--- config.mk ---
export PLATFORM = sky130hd
export DESIGN_NAME = serial_shift_unit
export DESIGN_NICKNAME = d
export VERILOG_FILES = /design/src/rtl/serial_shift_unit.sv
export SDC_FILE = /design/constraint.sdc
export NUM_CORES = 1
export LEC_CHECK = 0
export CORE_MARGIN = 2
export CORE_UTILIZATION = 45
export CTS_CLUSTER_DIAMETER = 50
export DETAILED_ROUTE_END_ITERATION = 10
export PLACE_DENSITY = 0.85
export SYNTH_ARGS = -nofsm -noshare
export SYNTH_HDL_FRONTEND = slang
export SYNTH_SLANG_ARGS = --single-unit
--- constraint.sdc ---
create_clock -name clk -period 3.4 [get_ports clk]
set_clock_uncertainty 0.2 [all_clocks]
set_input_delay 0.34 -clock clk [delete_from_list [all_inputs] [get_ports clk]]
set_output_delay 0.34 -clock clk [all_outputs]
set_load 0.02 [all_outputs]
--- src/rtl/serial_shift_unit.sv ---
// serial_shift_unit: multi-cycle right shifter, one bit per clock, valid/ready on both sides.
// Optional rotate-right mode enabled by defining SERIAL_SHIFT_ROTATE_EN.
module serial_shift_unit #(
    parameter int WIDTH = 4,
    parameter int AMT_W = $clog2(WIDTH) + 1
) (
    input  logic             clk,
    input  logic             rst_n,
    input  logic             in_valid,
    output logic             in_ready,
    input  logic [WIDTH-1:0] in_data,
    input  logic [AMT_W-1:0] in_amt,
    input  logic [1:0]       in_mode,
    output logic             out_valid,
    input  logic             out_ready,
    output logic [WIDTH-1:0] out_data,
    output logic             busy
);
    localparam logic [1:0] IDLE  = 2'd0;
    localparam logic [1:0] SHIFT = 2'd1;
    localparam logic [1:0] DONE  = 2'd2;

    logic [1:0]       state;
    logic [AMT_W-1:0] cnt;
    logic [WIDTH-1:0] data;
    logic             arith;
    logic             fill;
    logic [AMT_W-1:0] k;

    assign k = (in_amt > AMT_W'(WIDTH)) ? AMT_W'(WIDTH) : in_amt;

`ifdef SERIAL_SHIFT_ROTATE_EN
    logic rot;
    assign fill = rot ? data[0] : (arith & data[WIDTH-1]);
`else
    assign fill = arith & data[WIDTH-1];
`endif

    assign in_ready  = (state == IDLE);
    assign out_valid = (state == DONE);
    assign busy      = !in_ready;
    assign out_data  = data;

    // Accept in IDLE, shift one bit per cycle in SHIFT, hold result in DONE until taken.
    always_ff @(posedge clk) begin
        if (!rst_n) begin
            state <= IDLE;
            cnt   <= '0;
            data  <= '0;
            arith <= 1'b0;
`ifdef SERIAL_SHIFT_ROTATE_EN
            rot   <= 1'b0;
`endif
        end else begin
            case (state)
                IDLE: if (in_valid) begin
                    data  <= in_data;
                    cnt   <= k;
                    arith <= (in_mode == 2'b01);
`ifdef SERIAL_SHIFT_ROTATE_EN
                    rot   <= (in_mode == 2'b10);
`endif
                    state <= (k == '0) ? DONE : SHIFT;
                end
                SHIFT: begin
                    data  <= {fill, data[WIDTH-1:1]};
                    cnt   <= cnt - AMT_W'(1);
                    if (cnt == AMT_W'(1)) state <= DONE;
                end
                DONE: if (out_ready) state <= IDLE;
                default: state <= IDLE;
            endcase
        end
    end
endmodule

== Word-level counts from Yosys, hierarchy flattened ==
Index checks and enable logic that the tools add are counted.
Widths: inputs -> output; s select.
Operators by class
  add/subtract/negate cells: 1
  order comparisons: 1
  equal/unequal tests: 7
  mux-type cells: 10
  bitwise gates (word level): 1
  reductions and logical operators: 7
Operator list (count)
  $mux 2: 4
  $pmux 4 s2: 1
  $mux 3: 2
  $pmux 2 s3: 1
  $pmux 3 s2: 1
  $eq 2x1->1 const B: 2
  $mux 4: 1
  $ne 2x2->1 const B: 2
  $reduce_and 2->1: 2
  $eq 3x1->1 const B: 1
  $gt 3x3->1 const B: 1
  $logic_not 3->1: 1
  $reduce_and 3->1: 1
  $sub 3x1->3 const B: 1
  $eq 2x2->1 const B: 1
  $logic_not 2->1: 1
  $ne 2x1->1 const B: 1
  $reduce_bool 2->1: 1
  $and 1x1->1: 1
  $logic_not 1->1: 1
Word-level totals
  register bits: 10
  input bits: 13
  output and inout bits: 7
  word-level logic and storage cells: 31

== Depth between registers and ports, before layout ==
Gate-level depths: netlist of run 1.
  depth in word-level cells: 6
  mapped depth: 5
  mapped depth without buffers: 5

== Least setup slack after synthesis of run 1 ==
No wires, ideal clock.
  kind: reg-to-output
  from: register state[1]
  to: output port busy
  data arrival time: 1.002 ns
  data required time: 2.860 ns
  path slack: 1.858 ns
  cell stages (with the launch flop): 4
  path buffers: 1
  cell sequence: dfxtp_1 > buf_6 > nor2_1 > inv_1
On the way
  cells in the longest elaborated chain, start to end: 2
RTL lines
  start, declared: line 23  | logic [1:0] state;
  start signal, assigned: line 63  | state <= (k == '0) ? DONE : SHIFT;
  $logic_not 2->1: line 39  | assign in_ready = (state == IDLE);
  via in_ready: line 10  | output logic in_ready,
  $logic_not 1->1: line 41  | assign busy = !in_ready;
  end, declared: line 17  | output logic busy
The timed path passes the listed nets, and every way through them passes these cells.

== Worst setup path in the final report of run 1 ==
  from: register state[0]
  to: output port busy
On the way
  cells in the longest elaborated chain, start to end: 2
RTL lines (line)
  $logic_not 2->1: 39
  $logic_not 1->1: 41
Every way passes these cells.

==> metrics.txt, run 1 <==
outcome=finished, final reports clean; WL met3=49 um; most common library cells after synthesis=dfxtp_1, a21oi_1, inv_1, buf_6, o21ai_0; M1 WL=465 um; max layer used=met4; P_int=0.2482 mW; Worst EP required=2.86 ns; Worst EP arrival=1.62 ns; worst slew pin tran=0.3740 ns; P&R area growth vs syn=33.40%; total CTS buffers=3; RD Place Congestion=0.7276; most common cell in the netlist=dfxtp_1; Via Count=512; WS Path Type=reg -> out; FMAX=462.6 MHz; Gate power share=0.281; Syn Area/Cell=9.640 um2; sequential share of the synthesized area=0.3404; FF+latch count, synth=10; initial antenna violation count=0; critical-path maximum fanout=10; Die Ht=40.15 um; ys async rst share=0; # DRC=0; global-route wire length before repair=1.704 mm; number of diodes=0; leading post-synthesis cells by cell area=dfxtp_1, buf_6, mux2i_1, a21oi_1, ha_1; # IOs=20; flop-to-flop setup slack=1.81 ns; area of the core=1252 um2; final wirelength=1.122 mm; Core Rows=13; GR Overflow Total=0; dpl hpwl=826.5 um; Pwr per Cell Area=442.6 nW/um2; setup bufs post-CTS=0; Critical Path Sink Type=output port; met2 wire length=585 um; hold_buf cts=0; clock slew at reported path FFs=0.07 ns; clk buf depth=2; clk sink count=10; Yosys top cell area share=0.3404; Slew HR=0.7503; Worst VDD drop=338.8 uV; fillers=99; Clk network pwr share=0.311; Root Driver=clkbuf_4; post-layout min period=2.162 ns; Cell Area, Synth=588.1 um2; Psw=0.09902 mW; DP Cell Count=90; final hold vios=0; synth warn=0; Port Buffers=19; max_cap viols=0; Sw Ratio=0.2852; crit path launch type=register; later-pin clock latency in the skew report=0.27 ns; sequential share of power=0.408; unrepaired setup endpoints after global routing=no; most used flip-flop cell after synthesis=dfxtp_1; DR pass1 iterations=4; post-DR vias/cell=5.447; cell taking the most area after synthesis=dfxtp_1; Total Die Area=1612 um2; ANT nets after route=0; Pins Over Slew Limit=0; syn nets=76; largest net degree at the start of global routing=13; number of synthesized flops with an enable pin=0; endpoints failing setup=0; CTS tree=done; fraction of layout cells with a size suffix above 1=0.1266; vias in the first global route=432; DR WL/cell=11.94 um; Gates resized, CTS repair=0; Initial Utilization=0.4695; Gate Count Post-Synth=61; Finished Layout Cells=94; distinct cell type count after synthesis=27; GRT Total Usage=0.1697; Initial DRC Count=8; Hold Crit Class=reg -> reg; Die X=40.15 um; setup tns final=0 ns; Final period util=0.6358; Leak Pwr=0.3204 nW; H-tree levels=1; Final #Nets=95
[power groups by stage]
stage | registers, mW | logic (mW) | clock network, mW
after floorplan | 0.145 | 0.0650 | 0
after global placement | 0.144 | 0.0965 | 0
after detailed placement | 0.144 | 0.0980 | 0
after CTS | 0.142 | 0.0985 | 0.113
after global routing | 0.144 | 0.107 | 0.120
final | 0.142 | 0.0974 | 0.108
[area by class of cell]
type / count / area, um2 / area share
multi-input combinational: 41 / 320.3 / 0.4083
sequential: 10 / 200.2 / 0.2552
timing repair buffer: 19 / 190.2 / 0.2424
clock buffer: 4 / 36.28 / 0.04625
inverter: 5 / 18.77 / 0.02392
tap: 15 / 18.77 / 0.02392
[critical path, stage by stage (launching register included)]
cell and delay [ns]:
dfxtp_1 0.55, nor2_1 0.14, inv_1 0.08, clkdlybuf4s50_1 0.59
[cells in the final DEF, fill, tap and decap left out, drive strengths merged, types with 2 or more instances in the layout]
cell and instances:
nand2 2, a21oi 5, clkbuf 4, nand2b 3, dfxtp 10, nor2b 2, a22oi 3, inv 5
o21ai 4, mux2i 3, o221a 2, o21a 3, ha 2, clkdlybuf4s50 19
[routing by layer]
metal	GRT usage	vias up
met5	0	-
met4	0.1034	0
met3	0.08333	4
met2	0.2702	13
met1	0.1779	238
li1	-	257
[cells by family after synthesis]
family                     count (synthesis)  share of synthesized area
buffers and inverters                     10                     0.1149
muxes                                      3                    0.05107
AOI/OAI and AO/OA                         21                     0.2511
adders and majority gates                  2                    0.04255
DFF                                       10                     0.3404
and+or+nand+nor                           15                     0.2000
[worst paths after layout]
path                 start          end  cells after the start
hold / removal      cnt[2]       cnt[2]                      2
setup / recovery  state[0]         busy                      3
setup reg to reg  state[0]  out_data[3]                      3
hold reg to reg     cnt[2]       cnt[2]                      2
[state kept, by name (all words and copies together), names as in the netlist]
| signal | count |
|---|---|
| cnt | 3 |
| state | 2 |
| arith | 1 |
| out_data | 4 |
[through the flow]
step	worst slack (ns)	util	cell area [um2]	power, mW	hold slack, ns
finish	1.238	0.6264	784.5	0.3472	0.2910
global route	1.135	0.6264	784.5	0.3710	0.3250
CTS	1.231	0.6264	784.5	0.3528	0.2872
detailed placement	1.505	0.5974	748.2	0.2423	0.2756
global placement	1.529	0.5974	748.2	0.2405	0.2809
floorplan	1.858	-	588.1	0.2099	0.2542
No activity file was read; power rests on OpenSTA's default activity.
==> inputs of run 2 (changes only) <==
Settings changed: CORE_UTILIZATION 45 to 43, PLACE_DENSITY 0.85 to 0.82.
Clock period 3.4 ns to 2.1 ns, I/O delays scaled along.
==> metrics.txt, run 2 (same netlist as run 1, synthesis figures left out) <==
outcome=finished, final reports clean; Final period util=0.9261; global-route wire length before repair=1.849 mm; worst hold slack=0.2948 ns; Pins Over Slew Limit=0; Total Die Area=1679 um2; max FFs per register=4; # IOs=20; setup tns final=0 ns; fillers=118; critical-path maximum fanout=9; Critical Path Sink Type=output port; dpl hpwl=913.2 um; Sw Ratio=0.2963; Via Count=510; Final #Nets=95; GR Overflow Total=0; endpoints failing setup=0; FMAX=514.2 MHz; final hold vios=0; most frequent cells in the layout=clkdlybuf4s50_1, dfxtp_1, inv_1, a21oi_1, o21ai_0; Initial DRC Count=8; largest net degree at the start of global routing=13; Tot Pwr=0.5727 mW; DP Cell Count=90; Core Rows=13; Worst path top cell family by delay=buffers and inverters; Finished Layout Cells=94; P_int=0.4030 mW; Port Buffers=19; Final Instance Area=787.0 um2; clk buf depth=2; Leak Pwr=0.3212 nW; RD Place Congestion=0.7109; Clk network pwr share=0.315; critical-path cell list=nor2b_1 -> clkdlybuf4s50_1; Hold Crit Class=reg -> reg; Post-DP Area=748.2 um2; P&R area growth vs syn=33.83%; max_cap viols=0; post-layout min period=1.945 ns; WS Path Type=reg -> out; clk sink count=10; clock slew at reported path FFs=0.07 ns; CTS tree=done; initial antenna violation count=0; Worst VDD drop=509.4 uV; post-DR vias/cell=5.426; DR WL/cell=13.68 um; DR pass1 iterations=4; vias in the first global route=450; Slew HR=0.7315; area of the core=1285 um2; sequential share of power=0.402; total CTS buffers=3; crit path launch type=register; worst slew pin tran=0.4015 ns; GRT Total Usage=0.1779; Root Driver=clkbuf_4; Max stage delay on crit path=0.63 ns; Gate power share=0.282; later-pin clock latency in the skew report=0.28 ns; Worst EP arrival=1.53 ns; Pwr per Cell Area=727.6 nW/um2; Buf+Inv Stages, Crit Path=1; number of diodes=0; Worst EP required=1.69 ns; slowest CP cell=clkdlybuf4s50_1; # DRC=0; Die X=40.98 um; ANT nets after route=0; unrepaired setup endpoints after global routing=no; Psw=0.1697 mW; Die Ht=40.98 um; commonest non-fill, non-tap cell in the layout=clkdlybuf4s50_1; final wirelength=1.286 mm; H-tree levels=1; Initial Utilization=0.4576; fraction of layout cells with a size suffix above 1=0.1519
==> run 2: cell counts in the layout (fill, tap and decap cells not counted) <==
Identical to the previous run, type by type.
==> run 2: per-stage QoR <==
step	util	setup WS, ns
floorplan	-	0.6883
global placement	0.5823	0.3586
detailed placement	0.5823	0.3470
CTS	0.6105	0.02202
global route	0.6125	0.08173
finish	0.6125	0.1552
==> run 2: tightest hold or removal path, stage by stage (launching register included) <==
cell,delay (ns)
dfxtp_1,0.33
nand2_1,0.06
o22ai_1,0.06
==> run 2: cell type report <==
class / instances / area (um2) / area share
inverter: 5 / 18.77 / 0.02385
multi-input combinational: 41 / 320.3 / 0.4070
timing repair buffer: 19 / 190.2 / 0.2417
tap: 15 / 18.77 / 0.02385
clock buffer: 4 / 36.28 / 0.04610
sequential: 10 / 202.7 / 0.2576
==> run 2: per-layer routing <==
metal / routed length [um] / GRT usage / vias up / part of all wire
li1: - / - / 256 / -
met2: 596 / 0.2773 / 26 / 0.46
met5: 0 / 0 / - / 0
met3: 102 / 0.07065 / 5 / 0.079
met1: 560 / 0.2039 / 223 / 0.44
met4: 26 / 0.1000 / 0 / 0.020
==> run 2: worst paths after layout <==
check                           startpoint           to  slack [ns]  cells past startpoint
worst max-delay path              state[1]    out_valid        0.16                      2
worst min-delay path                cnt[2]       cnt[2]        0.29                      2
worst max register to register    state[0]  out_data[3]        0.59                      3
worst min register to register      cnt[2]       cnt[2]        0.29                      2
==> run 2: what timing repair did <==
action,CTS,global route
hold endpoints to repair,0,0
gates resized for setup,0,2
buffers inserted,0,0
hold buffers,0,0
endpoints found under the setup margin,0,2
==> run 2: power by group through the flow <==
stage	logic [mW]	registers, mW	clock network (mW)
after floorplan	0.105	0.235	0
after global placement	0.157	0.233	0
after detailed placement	0.161	0.234	0
after CTS	0.162	0.230	0.183
after global routing	0.174	0.234	0.192
final	0.162	0.230	0.181
==> inputs of run 3 (changes only) <==
Settings changed: MAX_ROUTING_LAYER from default to met4.
==> metrics.txt, run 3 (same netlist as run 1, synthesis figures left out) <==
Final #Nets=95; Final Util=0.6125; M2 GR Usage=0.2773; CTS tree=done; GRT Total Usage=0.1817; Critical Path Sink Type=output port; P_int=0.4029 mW; worst hold path depth=2; Port Buffers=19; worst slew pin tran=0.4015 ns; fraction of layout cells with a size suffix above 1=0.1519; setup bufs post-CTS=0; area of the core=1285 um2; outcome=finished, final reports clean; Gate power share=0.282; FMAX=514.7 MHz; max FFs per register=4; worst hold slack=0.2910 ns; Clk network pwr share=0.315; clock slew at reported path FFs=0.07 ns; Register-to-Register Path Depth=3; met1 usage=0.2039; Worst Setup Slack, final=0.1570 ns; GRT busiest layer=met2; Via Count=510; total CTS buffers=3; Total Die Area=1679 um2; DR pass1 iterations=4; max_cap viols=0; Leak Pwr=0.3212 nW; critical-path maximum fanout=9; final wirelength=1.282 mm; clk buf depth=2; Pins Over Slew Limit=0; global-route wire length before repair=1.835 mm; Tot Pwr=0.5724 mW; Die X=40.98 um; # DRC=0; endpoints failing setup=0; unrepaired setup endpoints after global routing=no; hold_buf cts=0; Initial DRC Count=8; RD Place Congestion=0.7190; Finished Layout Cells=94; Psw=0.1695 mW; Final period util=0.9253; ANT nets after route=0; Worst EP required=1.69 ns; number of diodes=0; FF-to-FF Start=state[0]; initial antenna violation count=0; Pwr per Cell Area=727.4 nW/um2; Core Rows=13; Root Driver=clkbuf_4; post-DR vias/cell=5.426; crit path launch type=register; setup tns final=0 ns; DP Cell Count=90; later-pin clock latency in the skew report=0.28 ns; WS Path Type=reg -> out; Worst EP arrival=1.53 ns; # IOs=20; Sw Ratio=0.2961; DR WL/cell=13.64 um; HP Start=cnt[2]; GR Overflow Total=0; final hold vios=0; sequential share of power=0.402; P&R area growth vs syn=33.83%; Post-DP Area=748.2 um2; Final Instance Area=787.0 um2; clk sink count=10; most frequent cells in the layout=clkdlybuf4s50_1, dfxtp_1, inv_1, a21oi_1, o21ai_0; largest net degree at the start of global routing=13; post-layout min period=1.943 ns; met3 Use GR=0.06522; Worst VDD drop=509.1 uV; worst setup path start=state[1]; vias in the first global route=451; H-tree levels=1; Initial Utilization=0.4576; Slew HR=0.7315; commonest non-fill, non-tap cell in the layout=clkdlybuf4s50_1; dpl hpwl=913.2 um; Hold Crit Class=reg -> reg; Die Ht=40.98 um; Place WS=0.3470 ns
==> run 3: cell counts in the layout (fill, tap and decap cells not counted) <==
Identical to the previous run, type by type.
==> run 3: worst max-delay path, stage by stage (launching register included) <==
cell and delay [ns]:
dfxtp_2 0.41, nor2b_1 0.21, clkdlybuf4s50_1 0.63
==> run 3: power groups by stage <==
stage / sequential, mW / clock, mW / combinational [mW]
4_1_cts: 0.230 / 0.183 / 0.162
3_5_place_dp: 0.234 / 0 / 0.161
6_report: 0.230 / 0.181 / 0.162
5_1_grt: 0.234 / 0.192 / 0.174
3_3_place_gp: 0.233 / 0 / 0.157
2_1_floorplan: 0.235 / 0 / 0.105
==> run 3: what timing repair did <==
item | in CTS | in global routing
endpoints found under the setup margin | 0 | 2
resized for setup | 0 | 2
endpoints found under the hold margin | 0 | 0
==> run 3: routing by layer <==
layer | up-vias | part of all wire
li1 | 256 | -
met1 | 223 | 0.44
met2 | 26 | 0.46
met3 | 5 | 0.076
met4 | 0 | 0.020
met5 | - | 0
==> run 3: area by class of cell <==
cell class	count	area, um2
Clock buffer	4	36.28
Fill cell	118	498.0
Multi-Input combinational cell	41	320.3
Sequential cell	10	202.7
Timing Repair Buffer	19	190.2
Inverter	5	18.77
Tap cell	15	18.77
==> run 3: path summary, 6_finish.rpt <==
| check | endpoint | slack [ns] |
|---|---|---|
| setup / recovery | out_valid | 0.16 |
| hold / removal | cnt[2] | 0.29 |
| setup reg to reg | out_data[3] | 0.59 |
| hold reg to reg | cnt[2] | 0.29 |
